File: config.mk
export PLATFORM = sky130hd
export DESIGN_NAME = line_buffer_13_rows
export DESIGN_NICKNAME = d
export VERILOG_FILES = /design/src/rtl/line_buffer_13_rows_pkg.sv /design/src/rtl/line_buffer_13_rows_line_delay.sv /design/src/rtl/line_buffer_13_rows.sv
export SDC_FILE = /design/constraint.sdc
export NUM_CORES = 1
export LEC_CHECK = 0
export CORE_ASPECT_RATIO = 1.2
export CORE_MARGIN = 2
export CORE_UTILIZATION = 61
export CTS_CLUSTER_DIAMETER = 50
export DETAILED_ROUTE_END_ITERATION = 16
export PLACE_DENSITY = 0.81
export SLEW_MARGIN = 20
export SYNTH_ARGS = -nofsm -noshare
export SYNTH_HDL_FRONTEND = slang
export SYNTH_SLANG_ARGS = --single-unit
File: constraint.sdc
create_clock -name clk -period 1.5 [get_ports clk]
set_input_delay 0.3 -clock clk [delete_from_list [all_inputs] [get_ports clk]]
set_output_delay 0.3 -clock clk [all_outputs]
set_load 0.01 [all_outputs]
File: src/rtl/line_buffer_13_rows_pkg.sv
// rtl/line_buffer_13_rows_pkg.sv - shared constants for the 13-row line buffer
package line_buffer_13_rows_pkg;

    localparam int PIX_W    = 8;
    localparam int WIN_ROWS = 13;

    function automatic int cnt_width(input int n);
        return (n <= 1) ? 1 : $clog2(n);
    endfunction

endpackage

File: src/rtl/line_buffer_13_rows_line_delay.sv
// rtl/line_buffer_13_rows_line_delay.sv - enable-gated pixel shift register, DEPTH stages
module line_buffer_13_rows_line_delay
    import line_buffer_13_rows_pkg::*;
#(
    parameter int DEPTH = 11
) (
    input  logic             clk,
    input  logic             rst_n,
    input  logic             en,
    input  logic [PIX_W-1:0] din,
    output logic [PIX_W-1:0] dout
);

    logic [PIX_W-1:0] sr [DEPTH];

    always_ff @(posedge clk or negedge rst_n) begin
        if (!rst_n) begin
            for (int i = 0; i < DEPTH; i++) sr[i] <= '0;
        end else if (en) begin
            sr[0] <= din;
            for (int i = 1; i < DEPTH; i++) sr[i] <= sr[i-1];
        end
    end

    assign dout = sr[DEPTH-1];

endmodule

File: src/rtl/line_buffer_13_rows.sv
// rtl/line_buffer_13_rows.sv - raster stream to 13 vertically aligned row taps
module line_buffer_13_rows
    import line_buffer_13_rows_pkg::*;
#(
    parameter int COLS = 11,
    parameter int ROWS = 13
) (
    input  logic             clk,
    input  logic             rst,
    input  logic [PIX_W-1:0] data_i,
    input  logic             done_i,
    output logic [PIX_W-1:0] S1_o,
    output logic [PIX_W-1:0] S2_o,
    output logic [PIX_W-1:0] S3_o,
    output logic [PIX_W-1:0] S4_o,
    output logic [PIX_W-1:0] S5_o,
    output logic [PIX_W-1:0] S6_o,
    output logic [PIX_W-1:0] S7_o,
    output logic [PIX_W-1:0] S8_o,
    output logic [PIX_W-1:0] S9_o,
    output logic [PIX_W-1:0] S10_o,
    output logic [PIX_W-1:0] S11_o,
    output logic [PIX_W-1:0] S12_o,
    output logic [PIX_W-1:0] S13_o,
    output logic             done_o,
    output logic             frame_done_o
);

    localparam int CW = cnt_width(ROWS * COLS);
    localparam logic [CW-1:0] LAST_IDX = CW'(ROWS * COLS - 1);
    localparam logic [CW-1:0] WARM_END = CW'((WIN_ROWS - 1) * COLS);

    if (COLS < 2 || ROWS < WIN_ROWS) begin : g_bad_params
        $error("line_buffer_13_rows: requires COLS >= 2 and ROWS >= 13");
    end

    logic [CW-1:0]    cnt_q;
    logic [PIX_W-1:0] s13_q;
    logic             done_q;
    logic             frame_done_q;
    logic [PIX_W-1:0] tap [WIN_ROWS];

    wire accept    = done_i;
    wire last_pix  = (cnt_q == LAST_IDX);
    wire streaming = (cnt_q >= WARM_END);

    always_ff @(posedge clk or negedge rst) begin
        if (!rst) begin
            cnt_q        <= '0;
            s13_q        <= '0;
            done_q       <= 1'b0;
            frame_done_q <= 1'b0;
        end else begin
            done_q       <= accept && streaming;
            frame_done_q <= accept && last_pix;
            if (accept) begin
                s13_q <= data_i;
                cnt_q <= last_pix ? '0 : cnt_q + 1'b1;
            end
        end
    end

    assign tap[WIN_ROWS-1] = s13_q;

    // Each delay is fed the previous-pixel register, so its tail is exactly COLS pixels older.
    for (genvar g = 0; g < WIN_ROWS - 1; g++) begin : g_chain
        line_buffer_13_rows_line_delay #(.DEPTH(COLS)) u_delay (
            .clk   (clk),
            .rst_n (rst),
            .en    (accept),
            .din   (tap[WIN_ROWS-1-g]),
            .dout  (tap[WIN_ROWS-2-g])
        );
    end

    assign S1_o  = tap[0];
    assign S2_o  = tap[1];
    assign S3_o  = tap[2];
    assign S4_o  = tap[3];
    assign S5_o  = tap[4];
    assign S6_o  = tap[5];
    assign S7_o  = tap[6];
    assign S8_o  = tap[7];
    assign S9_o  = tap[8];
    assign S10_o = tap[9];
    assign S11_o = tap[10];
    assign S12_o = tap[11];
    assign S13_o = tap[12];

    assign done_o       = done_q;
    assign frame_done_o = frame_done_q;

endmodule

==> results of run 1 <==
==> metrics by stage <==
stage / cells / setup WS [ns] / setup TNS [ns] / hold slack (ns) / power (W)
4_1_cts: 3584 / -0.0939 / -1.91 / 0.0531 / 0.0665
3_3_place_gp: 3308 / 0.0272 / 0 / 0.154 / 0.0399
2_1_floorplan: 2395 / 0.216 / 0 / 0.00441 / 0.0382
5_1_grt: 3613 / -0.0808 / -2.11 / 0.0747 / 0.0687
3_5_place_dp: 3308 / -0.00530 / -0.00530 / 0.158 / 0.0404
6_report: 3613 / -0.0184 / -0.0512 / 0.0973 / 0.0658
==> Yosys cell counts, types with 3 or more instances <==
master                    count  share of area
sky130_fd_sc_hd__dfrtp_1   1074           0.65
sky130_fd_sc_hd__mux2_2     881           0.24
sky130_fd_sc_hd__mux2_4     183          0.066
sky130_fd_sc_hd__buf_4      177          0.032
sky130_fd_sc_hd__buf_6       22         0.0060
sky130_fd_sc_hd__buf_2       16         0.0019
sky130_fd_sc_hd__nand2_1     10        0.00091
sky130_fd_sc_hd__a21oi_1      3        0.00036
sky130_fd_sc_hd__ha_1         3        0.00091
sky130_fd_sc_hd__inv_1        3        0.00027
sky130_fd_sc_hd__nand3_1      3        0.00036
sky130_fd_sc_hd__nor2_1       3        0.00027
sky130_fd_sc_hd__o21ai_0      3        0.00036
==> where the power goes <==
group | internal [W] | total, W | switching (W)
Clock | 0.0150 | 0.0257 | 0.0108
Combinational | 0.00419 | 0.00665 | 0.00246
Sequential | 0.0318 | 0.0334 | 0.00168
Total | 0.0509 | 0.0658 | 0.0149
==> area by class of cell <==
cell class	instances	area share
tap	901	0.0238
sequential	1074	0.566
multi-input combinational	1102	0.272
clock buffer	146	0.0637
clock inverter	43	0.00862
timing repair buffer	344	0.0657
inverter	3	0.000237
==> placed cells by master, fill, tap and decap left out, types with 2 or more instances in the layout <==
master / instances
sky130_fd_sc_hd__clkbuf_8: 20
sky130_fd_sc_hd__nand3_1: 3
sky130_fd_sc_hd__clkinv_2: 22
sky130_fd_sc_hd__clkinvlp_4: 5
sky130_fd_sc_hd__dfrtp_1: 1072
sky130_fd_sc_hd__buf_12: 39
sky130_fd_sc_hd__inv_6: 4
sky130_fd_sc_hd__nand2_1: 10
sky130_fd_sc_hd__nor2_1: 3
sky130_fd_sc_hd__mux2_4: 183
sky130_fd_sc_hd__clkinv_4: 3
sky130_fd_sc_hd__inv_8: 3
sky130_fd_sc_hd__buf_2: 62
sky130_fd_sc_hd__o21ai_1: 2
sky130_fd_sc_hd__dfrtp_2: 2
sky130_fd_sc_hd__clkbuf_16: 107
sky130_fd_sc_hd__buf_4: 187
sky130_fd_sc_hd__mux2_2: 881
sky130_fd_sc_hd__nand4_1: 2
sky130_fd_sc_hd__buf_8: 2
sky130_fd_sc_hd__clkdlybuf4s50_1: 8
sky130_fd_sc_hd__a41oi_1: 2
sky130_fd_sc_hd__clkbuf_1: 19
sky130_fd_sc_hd__buf_6: 44
sky130_fd_sc_hd__dlygate4sd3_1: 2
sky130_fd_sc_hd__a21oi_1: 3
sky130_fd_sc_hd__ha_1: 3
sky130_fd_sc_hd__xnor2_1: 2
sky130_fd_sc_hd__inv_1: 3
sky130_fd_sc_hd__o21ai_0: 3
sky130_fd_sc_hd__bufinv_16: 5
==> sequential cells by signal (all words and copies together) (netlist names) <==
signal                cells
done_o                    1
frame_done_o              1
g_chain.u_delay.sr      960
g_chain.u_delay.dout     96
cnt_q                     8
S13_o                     8
==> final timing paths <==
check                                       endpoint  slack, ns
max                                         S12_o[5]      -0.02
min                        g_chain[4].u_delay.sr[66]        0.1
max reg2reg                                 cnt_q[7]       0.10
min reg2reg                g_chain[6].u_delay.sr[28]       0.49
max in group asynchronous  g_chain[2].u_delay.sr[84]       0.54
min in group clk                            S13_o[4]       0.27
==> per-layer routing <==
metal  vias to the layer above  share of wire  global-route usage
met4                         0          0.022              0.0613
met1                     10100           0.42               0.236
met2                       228           0.52               0.327
met5                         -              0                   0
li1                       8804              -                   -
met3                        86          0.035              0.0356
==> logic make-up after synthesis <==
group / count (synthesis) / synth area share
AOI/OAI and AO/OA: 12 / 0.00169
xor gates and xnor gates: 2 / 0.000423
adders and majority gates: 3 / 0.000906
buffers and inverters: 219 / 0.0404
DFF: 1074 / 0.649
muxes: 1064 / 0.306
and+or+nand+nor: 21 / 0.00226
==> what timing repair did <==
item	CTS	global route
endpoints found under the hold margin	442	0
resized for setup	493	9
hold buffers	2	0
buffers inserted	85	29
gates cloned	0	0
setup endpoints to repair	106	95
==> impl_metrics.env, run 1 <==
export IMPL_place_gp_congestion=0.747
export IMPL_power_ir_vdd_worst_uv=1640
export IMPL_routed_wire_length_per_instance_um=17.5
export IMPL_dominantRegCellSynth="sky130_fd_sc_hd__dfrtp_1"
export IMPL_track_usage=0.186
export IMPL_floorplan_die_height_um=290
export IMPL_postSynthRegisterBits=1074
export IMPL_core_area_mm2=0.0671
export IMPL_largest_net_degree_at_the_start_of_global_routing=101
export IMPL_detailroute_via_count=19200
export IMPL_synthArstFlopShare=1.00
export IMPL_die_area_mm2=0.0700
export IMPL_num_fill_cells=4252
export IMPL_nNetsFinal=2644
export IMPL_yosysSeqAreaShare=0.649
export IMPL_period_needed_ns=1.52
export IMPL_worst_slack_ns=-0.0184
export IMPL_cp_buffers_inverters=1
export IMPL_critical_path_slowest_cell="sky130_fd_sc_hd__dfrtp_1"
export IMPL_floorplan_rows=104
export IMPL_syn_area_mm2=0.0414
export IMPL_start_kind="flip-flop"
export IMPL_clock_fmax_mhz=659
export IMPL_rsz0062_at_grt="yes"
export IMPL_grt_antenna_before_repair=0
export IMPL_p_leak_nw=24.6
export IMPL_setup_viol=5
export IMPL_cts_buffers=105
export IMPL_floorplan_die_width_um=242
export IMPL_hold_path_class="in2async"
export IMPL_synth_edf_count=0
export IMPL_maxCapViolCount=0
export IMPL_max_stage_delay_ns=0.42
export IMPL_layout_core_utilization=0.707
export IMPL_finalMaxSlewViolations=0
export IMPL_seqCellArea_mm2=0.0269
export IMPL_grt_pass1_vias=21400
export IMPL_min_period_over_period=1.01
export IMPL_rr_startpoint="cnt_q[0]"
export IMPL_r2r_worst_path_cells=5
export IMPL_clk_latency_ns=0.63
export IMPL_required_ns=1.20
export IMPL_clock_sinks=1074
export IMPL_port_buf_inserts=116
export IMPL_cp_data_arrival_time_ns=1.22
export IMPL_remaining_drc_errors=0
export IMPL_outcome="complete, but fails checks"
export IMPL_relSlewSlack=0.601
export IMPL_yosysUniqueCellTypes=23
export IMPL_multi_input_comb_area_mm2=0.0129
export IMPL_critical_path_class="reg2out"
export IMPL_critPathCaptureType="primary output"
export IMPL_critical_path_cell_count=1
export IMPL_cts_root_buf="sky130_fd_sc_hd__clkbuf_16"
export IMPL_hpwlAfterDp_mm=39.3
export IMPL_cts_path_max_buffers=3
export IMPL_syn2layout_area_growth_pct=14.5
export IMPL_final_hold_viol_count=0
export IMPL_grt_pass1_wl_mm=108
export IMPL_synth_area_per_cell_um2=17.3
export IMPL_crit_path_start="g_chain[0].u_delay.dout[5]"
export IMPL_drive_gt1_frac=0.580
export IMPL_final_area_mm2=0.0475
export IMPL_timing_critical_path_cells="buf_2"
export IMPL_cts_reportedPaths_clkPinSlew_ns=0.06
export IMPL_cts_tree="done"
export IMPL_cellPowerDensity_mw_per_mm2=1390
export IMPL_initialDrtViolationCount=640
export IMPL_synth_cells=2395
export IMPL_synth_yosys_warnings=0
export IMPL_detail_route_wirelength_mm=63.1
export IMPL_net_count_after_synthesis=2409
export IMPL_top_level_ports=117
export IMPL_first_pass_iters=4
export IMPL_worst_slew_pin_transition_ns=0.599
export IMPL_total_cell_area_at_the_placement_stage_mm2=0.0434
export IMPL_post_detailed_route_count_of_antenna_violating_nets=0
export IMPL_starting_density_of_the_core=0.617
export IMPL_violations="negative setup slack"
export IMPL_drt_vias_per_instance=5.32
export IMPL_htree_num_levels=3
export IMPL_timing_clock_skew_ns=0.0202
export IMPL_worst_path_dominant_cell_family="flip-flops"
export IMPL_grt_ovfl_total=0
export IMPL_critical_path_peak_fanout=3
export IMPL_n_antenna_cell=0
No activity file was read; power rests on OpenSTA's default activity.
==> inputs of run 2 (changes only) <==
--- a/config.mk
+++ b/config.mk
@@ -5,7 +5,6 @@
 export SDC_FILE = /design/constraint.sdc
 export NUM_CORES = 1
 export LEC_CHECK = 0
-export CORE_ASPECT_RATIO = 1.2
 export CORE_MARGIN = 2
 export CORE_UTILIZATION = 61
 export CTS_CLUSTER_DIAMETER = 50
==> run 2 against run 1 <==
  * Global-route usage grew 1.0 points
  * Fmax shrank 1.2%
  * Register-to-register slack is essentially flat
  * The flow still finishes with violations (negative setup slack)
  * Clock power grew 5%
  * Sequential share of layout area shrank 0.74 points
  * Largest cell class unchanged
  * Critical path type unchanged
  * Count of clock-buffer cells in the layout grew 11
  * Critical path depth is the same
==> impl_metrics.env, run 2 (synthesis results as in run 1) <==
export IMPL_cts_reportedPaths_clkPinSlew_ns=0.06
export IMPL_layout_cells_non_filler=3614
export IMPL_critical_path_class="reg2out"
export IMPL_critical_path_slowest_cell="sky130_fd_sc_hd__dfrtp_1"
export IMPL_timing_clock_skew_ns=0.0210
export IMPL_cp_buffers_inverters=1
export IMPL_clock_fmax_mhz=651
export IMPL_cts_path_max_buffers=3
export IMPL_total_cell_area_at_the_placement_stage_mm2=0.0438
export IMPL_track_usage=0.196
export IMPL_min_period_over_period=1.02
export IMPL_seqCellArea_mm2=0.0269
export IMPL_critical_path_peak_fanout=2
export IMPL_floorplan_die_width_um=265
export IMPL_first_pass_iters=6
export IMPL_setup_viol=22
export IMPL_hold_path_class="in2async"
export IMPL_drt_vias_per_instance=5.35
export IMPL_grt_pass1_wl_mm=112
export IMPL_post_detailed_route_count_of_antenna_violating_nets=0
export IMPL_period_needed_ns=1.54
export IMPL_largest_register_by_flop_count="g_chain.u_delay.sr"
export IMPL_largest_net_degree_at_the_start_of_global_routing=80
export IMPL_grt_pass1_vias=21600
export IMPL_grt_antenna_before_repair=0
export IMPL_final_area_mm2=0.0481
export IMPL_floorplan_rows=95
export IMPL_worst_path_dominant_cell_family="flip-flops"
export IMPL_hpwlAfterDp_mm=39.7
export IMPL_finalMaxSlewViolations=0
export IMPL_start_kind="flip-flop"
export IMPL_core_area_mm2=0.0672
export IMPL_detailroute_via_count=19300
export IMPL_rsz0062_at_grt="yes"
export IMPL_cts_buffers=109
export IMPL_layout_cells_most_common="sky130_fd_sc_hd__dfrtp_1"
export IMPL_routed_wire_length_per_instance_um=18.3
export IMPL_critPathCaptureType="primary output"
export IMPL_power_ir_vdd_worst_uv=1030
export IMPL_floorplan_die_height_um=265
export IMPL_port_buf_inserts=116
export IMPL_detail_route_wirelength_mm=66.2
export IMPL_setup_tns_ns=-0.351
export IMPL_num_fill_cells=3925
export IMPL_final_hold_viol_count=0
export IMPL_mostFrequentLayoutCells="sky130_fd_sc_hd__dfrtp_1, sky130_fd_sc_hd__mux2_2, sky130_fd_sc_hd__mux2_4"
export IMPL_worst_slack_ns=-0.0361
export IMPL_multi_input_comb_area_mm2=0.0129
export IMPL_p_leak_nw=24.9
export IMPL_timing_critical_path_cells="buf_2"
export IMPL_cp_data_arrival_time_ns=1.24
export IMPL_pre_cts_slack_ns=0.00489
export IMPL_htree_num_levels=3
export IMPL_die_area_mm2=0.0700
export IMPL_starting_density_of_the_core=0.617
export IMPL_clock_sinks=1074
export IMPL_relSlewSlack=0.671
export IMPL_n_antenna_cell=0
export IMPL_outcome="complete, but fails checks"
export IMPL_cts_root_buf="sky130_fd_sc_hd__clkbuf_16"
export IMPL_max_stage_delay_ns=0.43
export IMPL_nNetsFinal=2668
export IMPL_cts_tree="done"
export IMPL_cellPowerDensity_mw_per_mm2=1400
export IMPL_maxCapViolCount=0
export IMPL_clk_latency_ns=0.66
export IMPL_syn2layout_area_growth_pct=16.1
export IMPL_largest_reg_flops=960
export IMPL_grt_ovfl_total=0
export IMPL_dp_cells=3296
export IMPL_worst_slew_pin_transition_ns=0.493
export IMPL_initialDrtViolationCount=876
export IMPL_place_gp_congestion=0.731
export IMPL_top_level_ports=117
export IMPL_drive_gt1_frac=0.584
export IMPL_violations="negative setup slack"
export IMPL_remaining_drc_errors=0
export IMPL_layout_core_utilization=0.716
export IMPL_required_ns=1.20
[run 2: changes by cell type in the layout (fill, tap and decap cells not counted), moves of 3 or more]
cell                         change
sky130_fd_sc_hd__buf_12         +26
sky130_fd_sc_hd__buf_4           -5
sky130_fd_sc_hd__bufinv_16       +3
sky130_fd_sc_hd__clkbuf_1        +8
sky130_fd_sc_hd__clkbuf_16       +4
sky130_fd_sc_hd__clkinv_2        -9
sky130_fd_sc_hd__clkinvlp_4      +4
sky130_fd_sc_hd__dfrtp_1         -5
sky130_fd_sc_hd__dfrtp_2         +5
[run 2: routing by layer]
layer  GRT usage  routed length [um]
met1       0.263               29000
met2       0.333               33900
met3      0.0345                2110
met4      0.0573                1270
met5           0                   0
[run 2: worst paths after layout]
kind / from / to / slack [ns] / cells after the start
max: g_chain[9].u_delay.dout[6] / S3_o[6] / -0.04 / 1
min: rst / g_chain[3].u_delay.sr[84] / 0.16 / 2
max reg2reg: cnt_q[0] / cnt_q[0] / 0.11 / 5
min reg2reg: g_chain[7].u_delay.sr[40] / g_chain[7].u_delay.sr[32] / 0.48 / 1
max in group asynchronous: rst / g_chain[4].u_delay.sr[29] / 0.52 / 3
min in group clk: done_i / done_o / 0.17 / 4
[run 2: cell type report]
cell class | count | area share
well taps | 873 | 0.0227
multi-input cells | 1102 | 0.268
flip-flops and latches | 1074 | 0.559
inverters | 3 | 0.000234
clock inverters | 41 | 0.0103
clock buffers | 157 | 0.0653
repair buffers | 364 | 0.0744
[run 2: timing repair]
action,CTS,global route
hold endpoints to repair,452,0
setup endpoints to repair,108,103
resized for setup,494,8
pin swaps,0,0
setup buffers,85,34
hold buffers,1,0
[run 2: stage by stage]
stage / hold slack, ns / total power, W
global placement: 0.230 / 0.0401
detailed placement: 0.231 / 0.0406
global route: 0.156 / 0.0702
finish: 0.158 / 0.0675
floorplan: 0.00441 / 0.0382
CTS: 0.133 / 0.0680
[run 2: power by group]
group	leakage (nW)	internal (W)	total [W]	switching (W)
Clock	1.76	0.0160	0.0270	0.0111
Sequential	14.6	0.0318	0.0335	0.00175
Combinational	8.54	0.00435	0.00692	0.00256
Total	24.9	0.0521	0.0675	0.0154
